[config.mk]
export PLATFORM = sky130hd
export DESIGN_NAME = map_write_arbiter
export DESIGN_NICKNAME = d
export VERILOG_FILES = /design/src/rtl/map_write_arbiter.sv
export SDC_FILE = /design/constraint.sdc
export NUM_CORES = 1
export LEC_CHECK = 0
export BUFFER_PORTS_ARGS = -buffer_cell sky130_fd_sc_hd__buf_2
export CAP_MARGIN = 15
export CORE_ASPECT_RATIO = 1.5
export CORE_MARGIN = 2
export CORE_UTILIZATION = 45
export DETAILED_ROUTE_END_ITERATION = 8
export PLACE_DENSITY_LB_ADDON = 0.15
export SKIP_CTS_REPAIR_TIMING = 1
export SLEW_MARGIN = 20
export SYNTH_ARGS = -nofsm -noshare
export SYNTH_HDL_FRONTEND = slang
export SYNTH_SLANG_ARGS = --single-unit
[constraint.sdc]
create_clock -name clk_clk -period 2.3 [get_ports clk_clk]
set_clock_uncertainty 0.15 [all_clocks]
set_input_delay 0.23 -clock clk_clk [delete_from_list [all_inputs] [get_ports clk_clk]]
set_output_delay 0.23 -clock clk_clk [all_outputs]
set_load 0.01 [all_outputs]
[src/rtl/map_write_arbiter.sv]
// Single registered write port for the 256x8 map RAM, shared by buffered software
// writes, a req/ack game-logic requester and a full-map clear engine.
module map_write_arbiter #(
  parameter int FIFO_DEPTH = 4,
  parameter int LW         = $clog2(FIFO_DEPTH) + 1
) (
  input  logic          clk_clk,
  input  logic          reset_reset_n,
  input  logic          sw_we,
  input  logic [7:0]    sw_addr,
  input  logic [7:0]    sw_data,
  output logic          sw_overflow,
  input  logic          ovf_clr,
  output logic [LW-1:0] fifo_level,
  input  logic          gl_req,
  input  logic [7:0]    gl_addr,
  input  logic [7:0]    gl_data,
  output logic          gl_ack,
  input  logic          clr_start,
  input  logic [7:0]    clr_value,
  output logic          clr_busy,
  output logic          ram_we,
  output logic [7:0]    ram_addr,
  output logic [7:0]    ram_data
);

  localparam int PW = $clog2(FIFO_DEPTH);

  typedef enum logic [0:0] {IDLE = 1'b0, CLEAR = 1'b1} state_t;

  state_t          state_r, state_s;
  logic [7:0]      fifo_addr_r [FIFO_DEPTH];
  logic [7:0]      fifo_data_r [FIFO_DEPTH];
  logic [PW-1:0]   wr_ptr_r, rd_ptr_r;
  logic [LW-1:0]   level_r;
  logic [7:0]      clr_cnt_r, clr_val_r;
  logic            busy_r, ack_r, ovf_r, we_r;
  logic [7:0]      addr_r, data_r;

  logic            fifo_empty_s, fifo_full_s;
  logic            pop_s, push_s, drop_s, gl_grant_s, clr_accept_s;
  logic            we_s;
  logic [7:0]      addr_s, data_s;

  assign fifo_empty_s = (level_r == {LW{1'b0}});
  assign fifo_full_s  = (level_r == LW'(FIFO_DEPTH));
  assign push_s       = sw_we & (~fifo_full_s | pop_s);
  assign drop_s       = sw_we & fifo_full_s & ~pop_s;

  // State register
  always_ff @(posedge clk_clk or negedge reset_reset_n) begin
    if (!reset_reset_n) begin
      state_r <= IDLE;
    end else begin
      state_r <= state_s;
    end
  end

  // Next-state logic; the clear ends once address 0xFF has been issued
  always_comb begin
    state_s = state_r;
    case (state_r)
      IDLE:    state_s = clr_accept_s ? CLEAR : IDLE;
      CLEAR:   state_s = (clr_cnt_r == 8'hFF) ? IDLE : CLEAR;
      default: state_s = IDLE;
    endcase
  end

  // Grant selection and next write-port values. Grants stay off in the trailing
  // busy cycle after a clear so normal traffic restarts one cycle later.
  always_comb begin
    pop_s        = 1'b0;
    gl_grant_s   = 1'b0;
    clr_accept_s = 1'b0;
    we_s         = 1'b0;
    addr_s       = addr_r;
    data_s       = data_r;
    case (state_r)
      IDLE: begin
        if (!busy_r) begin
          clr_accept_s = clr_start;
          if (!fifo_empty_s) begin
            pop_s  = 1'b1;
            we_s   = 1'b1;
            addr_s = fifo_addr_r[rd_ptr_r];
            data_s = fifo_data_r[rd_ptr_r];
          end else if (gl_req && !ack_r) begin
            gl_grant_s = 1'b1;
            we_s       = 1'b1;
            addr_s     = gl_addr;
            data_s     = gl_data;
          end else begin
            we_s = 1'b0;
          end
        end else begin
          clr_accept_s = 1'b0;
        end
      end
      CLEAR: begin
        we_s   = 1'b1;
        addr_s = clr_cnt_r;
        data_s = clr_val_r;
      end
      default: begin
        we_s = 1'b0;
      end
    endcase
  end

  // FIFO storage needs no reset; validity is tracked by the pointers and level
  always_ff @(posedge clk_clk) begin
    if (push_s) begin
      fifo_addr_r[wr_ptr_r] <= sw_addr;
      fifo_data_r[wr_ptr_r] <= sw_data;
    end
  end

  // FIFO pointers and occupancy
  always_ff @(posedge clk_clk or negedge reset_reset_n) begin
    if (!reset_reset_n) begin
      wr_ptr_r <= {PW{1'b0}};
      rd_ptr_r <= {PW{1'b0}};
      level_r  <= {LW{1'b0}};
    end else begin
      if (push_s) wr_ptr_r <= wr_ptr_r + PW'(1);
      if (pop_s)  rd_ptr_r <= rd_ptr_r + PW'(1);
      case ({push_s, pop_s})
        2'b10:   level_r <= level_r + LW'(1);
        2'b01:   level_r <= level_r - LW'(1);
        default: level_r <= level_r;
      endcase
    end
  end

  // Clear engine counter/value and sticky overflow; a new drop beats ovf_clr
  always_ff @(posedge clk_clk or negedge reset_reset_n) begin
    if (!reset_reset_n) begin
      clr_cnt_r <= 8'h00;
      clr_val_r <= 8'h00;
      ovf_r     <= 1'b0;
    end else begin
      if (clr_accept_s) begin
        clr_cnt_r <= 8'h00;
        clr_val_r <= clr_value;
      end else if (state_r == CLEAR) begin
        clr_cnt_r <= clr_cnt_r + 8'h01;
      end
      if (drop_s)       ovf_r <= 1'b1;
      else if (ovf_clr) ovf_r <= 1'b0;
    end
  end

  // Registered outputs
  always_ff @(posedge clk_clk or negedge reset_reset_n) begin
    if (!reset_reset_n) begin
      busy_r <= 1'b0;
      ack_r  <= 1'b0;
      we_r   <= 1'b0;
      addr_r <= 8'h00;
      data_r <= 8'h00;
    end else begin
      busy_r <= (state_s == CLEAR) || (state_r == CLEAR);
      ack_r  <= gl_grant_s;
      we_r   <= we_s;
      addr_r <= addr_s;
      data_r <= data_s;
    end
  end

  assign sw_overflow = ovf_r;
  assign fifo_level  = level_r;
  assign gl_ack      = ack_r;
  assign clr_busy    = busy_r;
  assign ram_we      = we_r;
  assign ram_addr    = addr_r;
  assign ram_data    = data_r;

endmodule
==> impl_metrics.yaml <==
status:
  status: "finished with violations"
  failed_checks: "negative hold slack"
final_layout:
  antenna_cells: 0
  area_delta_synth_final_pct: 25.79
  fin_area_um2: 5908
  drive_gt1_share_pct: 29.23
  fin_nets: 478
global_route:
  track_usage_pct: 18.26
  gr-total-overflow: 0
  grt_pass1_wl_mm: 15.51
  grt_max_degree: 31
  antenna_found_initial: 0
  grt_pass1_vias: 2931
setup_path:
  cpLargestDelayFamily: "simple AND/OR/NAND/NOR gates"
  ff2ff_path_depth: 3
  arrival_ns: 2.17
  crit_fanout: 8
  ff2ff_setup_slack_ns: 0.20
  worstSetupPathDepth: 3
  crit_path_end: "ram_addr[3]"
  critPathRequiredTime_ns: 2.37
  rr_startpoint: "rd_ptr_r[0]"
  r2r-end: "ram_addr[3]"
  slowest_stage: "dfrtp_1"
  critical_path_class: "flip-flop to flip-flop"
  crit_path_start: "rd_ptr_r[0]"
  cp-end-kind: "flip-flop"
  crit_chain: "mux4_2, and3_1, or4_1"
  cp.buffers_inverters: 0
  startpoint_type: "flip-flop"
  critPathMaxStageDelay_ns: 0.59
route:
  drc: 0
  vias_per_cell: 5.557
  dr.pass1.iters: 6
  drt_iter0_drc: 91
  vias: 3045
  routed_wl_mm: 9.866
  drtAntennaViolNets: 0
  wire_per_inst_um: 18.00
floorplanning:
  io_pins: 69
  num_rows: 45
  die_area_um2: 11290
  start_util_pct: 46.35
  coreArea_um2: 10130
  dieWidth_um: 87.42
  die_h_um: 129.1
clocking:
  root_buffer: "clkbuf_16"
  clock_latency_ns: 0.35
  cts_buffers: 9
  cts_tree: "built"
  ctsLongestPathBuffers: 2
  cts_sinks: 108
  htreeDepth: 3
  path_clk_slew_ns: 0.08
timing:
  holdWs_ns: -0.01310
  rsz0062_at_grt: "no"
  worstMarginPinSlew_ns: 0.5219
  finalSetupViolCount: 0
  drv_slew: 0
  hold_viol: 6
  fin_crit_ns: 2.100
  fmax_mhz: 476.1
  tns_ns: 0
  period_share_pct: 91.32
  relSlewSlack_pct: 65.20
power:
  ir_worst_vdd_uv: 446.4
  power_density_nw_per_um2: 1102
  leakage_uw: 0.002365
min_path:
  hold_path.class: "input port to flip-flop"
  worstHoldPathCells: 3
synthesis:
  syn_nets: 372
  synth_edf_count: 64
  synth.yosys.warnings: 0
  synth_seq_area_share_pct: 64.36
  ys.flop_type: "edfxtp_1"
  syn_area_um2: 4697
  synth_cells: 320
  syn_area_per_cell_um2: 14.68
  synthArstFlopShare_pct: 40.74
  ys_seq_elements: 108
  ys_types: 51
place:
  dp_hpwl_mm: 6.893
  gp_congestion: 0.8327
  portBuffers: 68
  placed_area_um2: 5281
job:
  drv_cap: 0
-- state kept, by name (all words and copies together) (netlist names) --
signal and cells:
clr_busy 1, clr_cnt_r 8, clr_val_r 8, fifo_addr_r 32
fifo_data_r 32, fifo_level 3, gl_ack 1, ram_addr 8
ram_data 8, ram_we 1, rd_ptr_r 2, state_r 1
sw_overflow 1, wr_ptr_r 2
-- per-stage QoR --
stage / hold slack [ns] / setup slack [ns] / utilization [%] / std cells / total power, uW
after detailed placement: 0.07643 / 0.1723 / 52.11 / 500 / 5007
final: -0.01310 / 0.1997 / 58.30 / 548 / 6509
after CTS: -0.2978 / 0.1691 / 55.14 / 516 / 6555
after floorplan: -0.2156 / 0.02421 / - / 320 / 4222
after global routing: 0.001472 / 0.1117 / 58.30 / 548 / 6896
after global placement: 0.08385 / 0.2258 / 52.11 / 500 / 4955
-- cell usage after synthesis, types with 2 or more instances --
cell type | n | share of area (%)
edfxtp_1 | 64 | 41
dfrtp_1 | 44 | 23
inv_1 | 24 | 1.9
o22ai_1 | 14 | 1.9
nor3_1 | 13 | 1.4
a2111oi_0 | 12 | 2.2
clkbuf_1 | 12 | 0.96
nor4_1 | 12 | 1.6
buf_2 | 11 | 1.2
mux2_2 | 9 | 2.2
mux4_2 | 9 | 4.3
nand2_1 | 8 | 0.64
mux4_1 | 7 | 3.9
nand3_1 | 6 | 0.64
a22o_1 | 5 | 0.93
and3_1 | 5 | 0.67
ha_1 | 5 | 1.3
nor4b_1 | 5 | 0.93
xnor2_1 | 5 | 0.93
and2_1 | 4 | 0.53
nor2_1 | 4 | 0.32
o21ai_0 | 4 | 0.43
a2111o_1 | 3 | 0.72
a21oi_1 | 3 | 0.32
mux2i_1 | 2 | 0.43
nand4_1 | 2 | 0.27
nor2b_1 | 2 | 0.27
or4_1 | 2 | 0.32
xor2_1 | 2 | 0.37
-- worst min path at each step --
stage	start	to	slack (ns)
after floorplan	reset_reset_n	clr_busy	-0.22
after global placement	reset_reset_n	fifo_level[2]	0.08
after detailed placement	reset_reset_n	fifo_level[2]	0.08
after CTS	reset_reset_n	rd_ptr_r[0]	-0.30
after global routing	gl_data[3]	ram_data[3]	0.001
final	gl_data[1]	ram_data[1]	-0.01
-- cells by family after synthesis --
family                   after synthesis  share of synthesized area, %
flip-flops                           108                         64.36
multiplexers                          27                         10.82
XOR/XNOR                               7                         1.305
AO/OA/AOI/OAI                         53                         8.658
adder cells (fa/ha/maj)                6                         1.758
buffers and inverters                 50                         4.528
AND/OR/NAND/NOR                       69                         8.577
-- tightest hold or removal path: stages --
cell and delay [ns]:
buf_2 0.10, inv_1 0.04, a2111oi_0 0.07
-- final cells by class --
cell class / count / area, um^2
Clock inverter: 7 / 81.33
Tap cell: 117 / 146.4
Timing Repair Buffer: 121 / 880.8
Multi-Input combinational cell: 162 / 1461
Fill cell: 861 / 4227
Sequential cell: 108 / 3023
Inverter: 24 / 90.09
Clock buffer: 9 / 225.2
-- cell usage in the layout, fill, tap and decap left out, types with 12 or more instances in the layout --
cell	instances
dfrtp_1	44
a2111oi_0	12
buf_2	68
inv_1	24
buf_4	16
nor4_1	12
o22ai_1	14
edfxtp_1	64
nor3_1	13
dlygate4sd3_1	32
-- report_power, final --
group | total [uW] | switching [uW] | internal (uW) | leakage [uW]
Combinational | 2000 | 1000 | 996 | 0.00110
Sequential | 2970 | 362 | 2610 | 0.00111
Clock | 1540 | 759 | 781 | 0.000150
-- layer usage --
layer  up-vias  GRT usage [%]  share of wire, %
li1       1466              -                 -
met1      1500          24.86                44
met2        68          29.59                51
met3        11          2.293               3.2
met4         0          7.692               1.7
met5         -              0                 0
No activity file was read; power rests on OpenSTA's default activity.
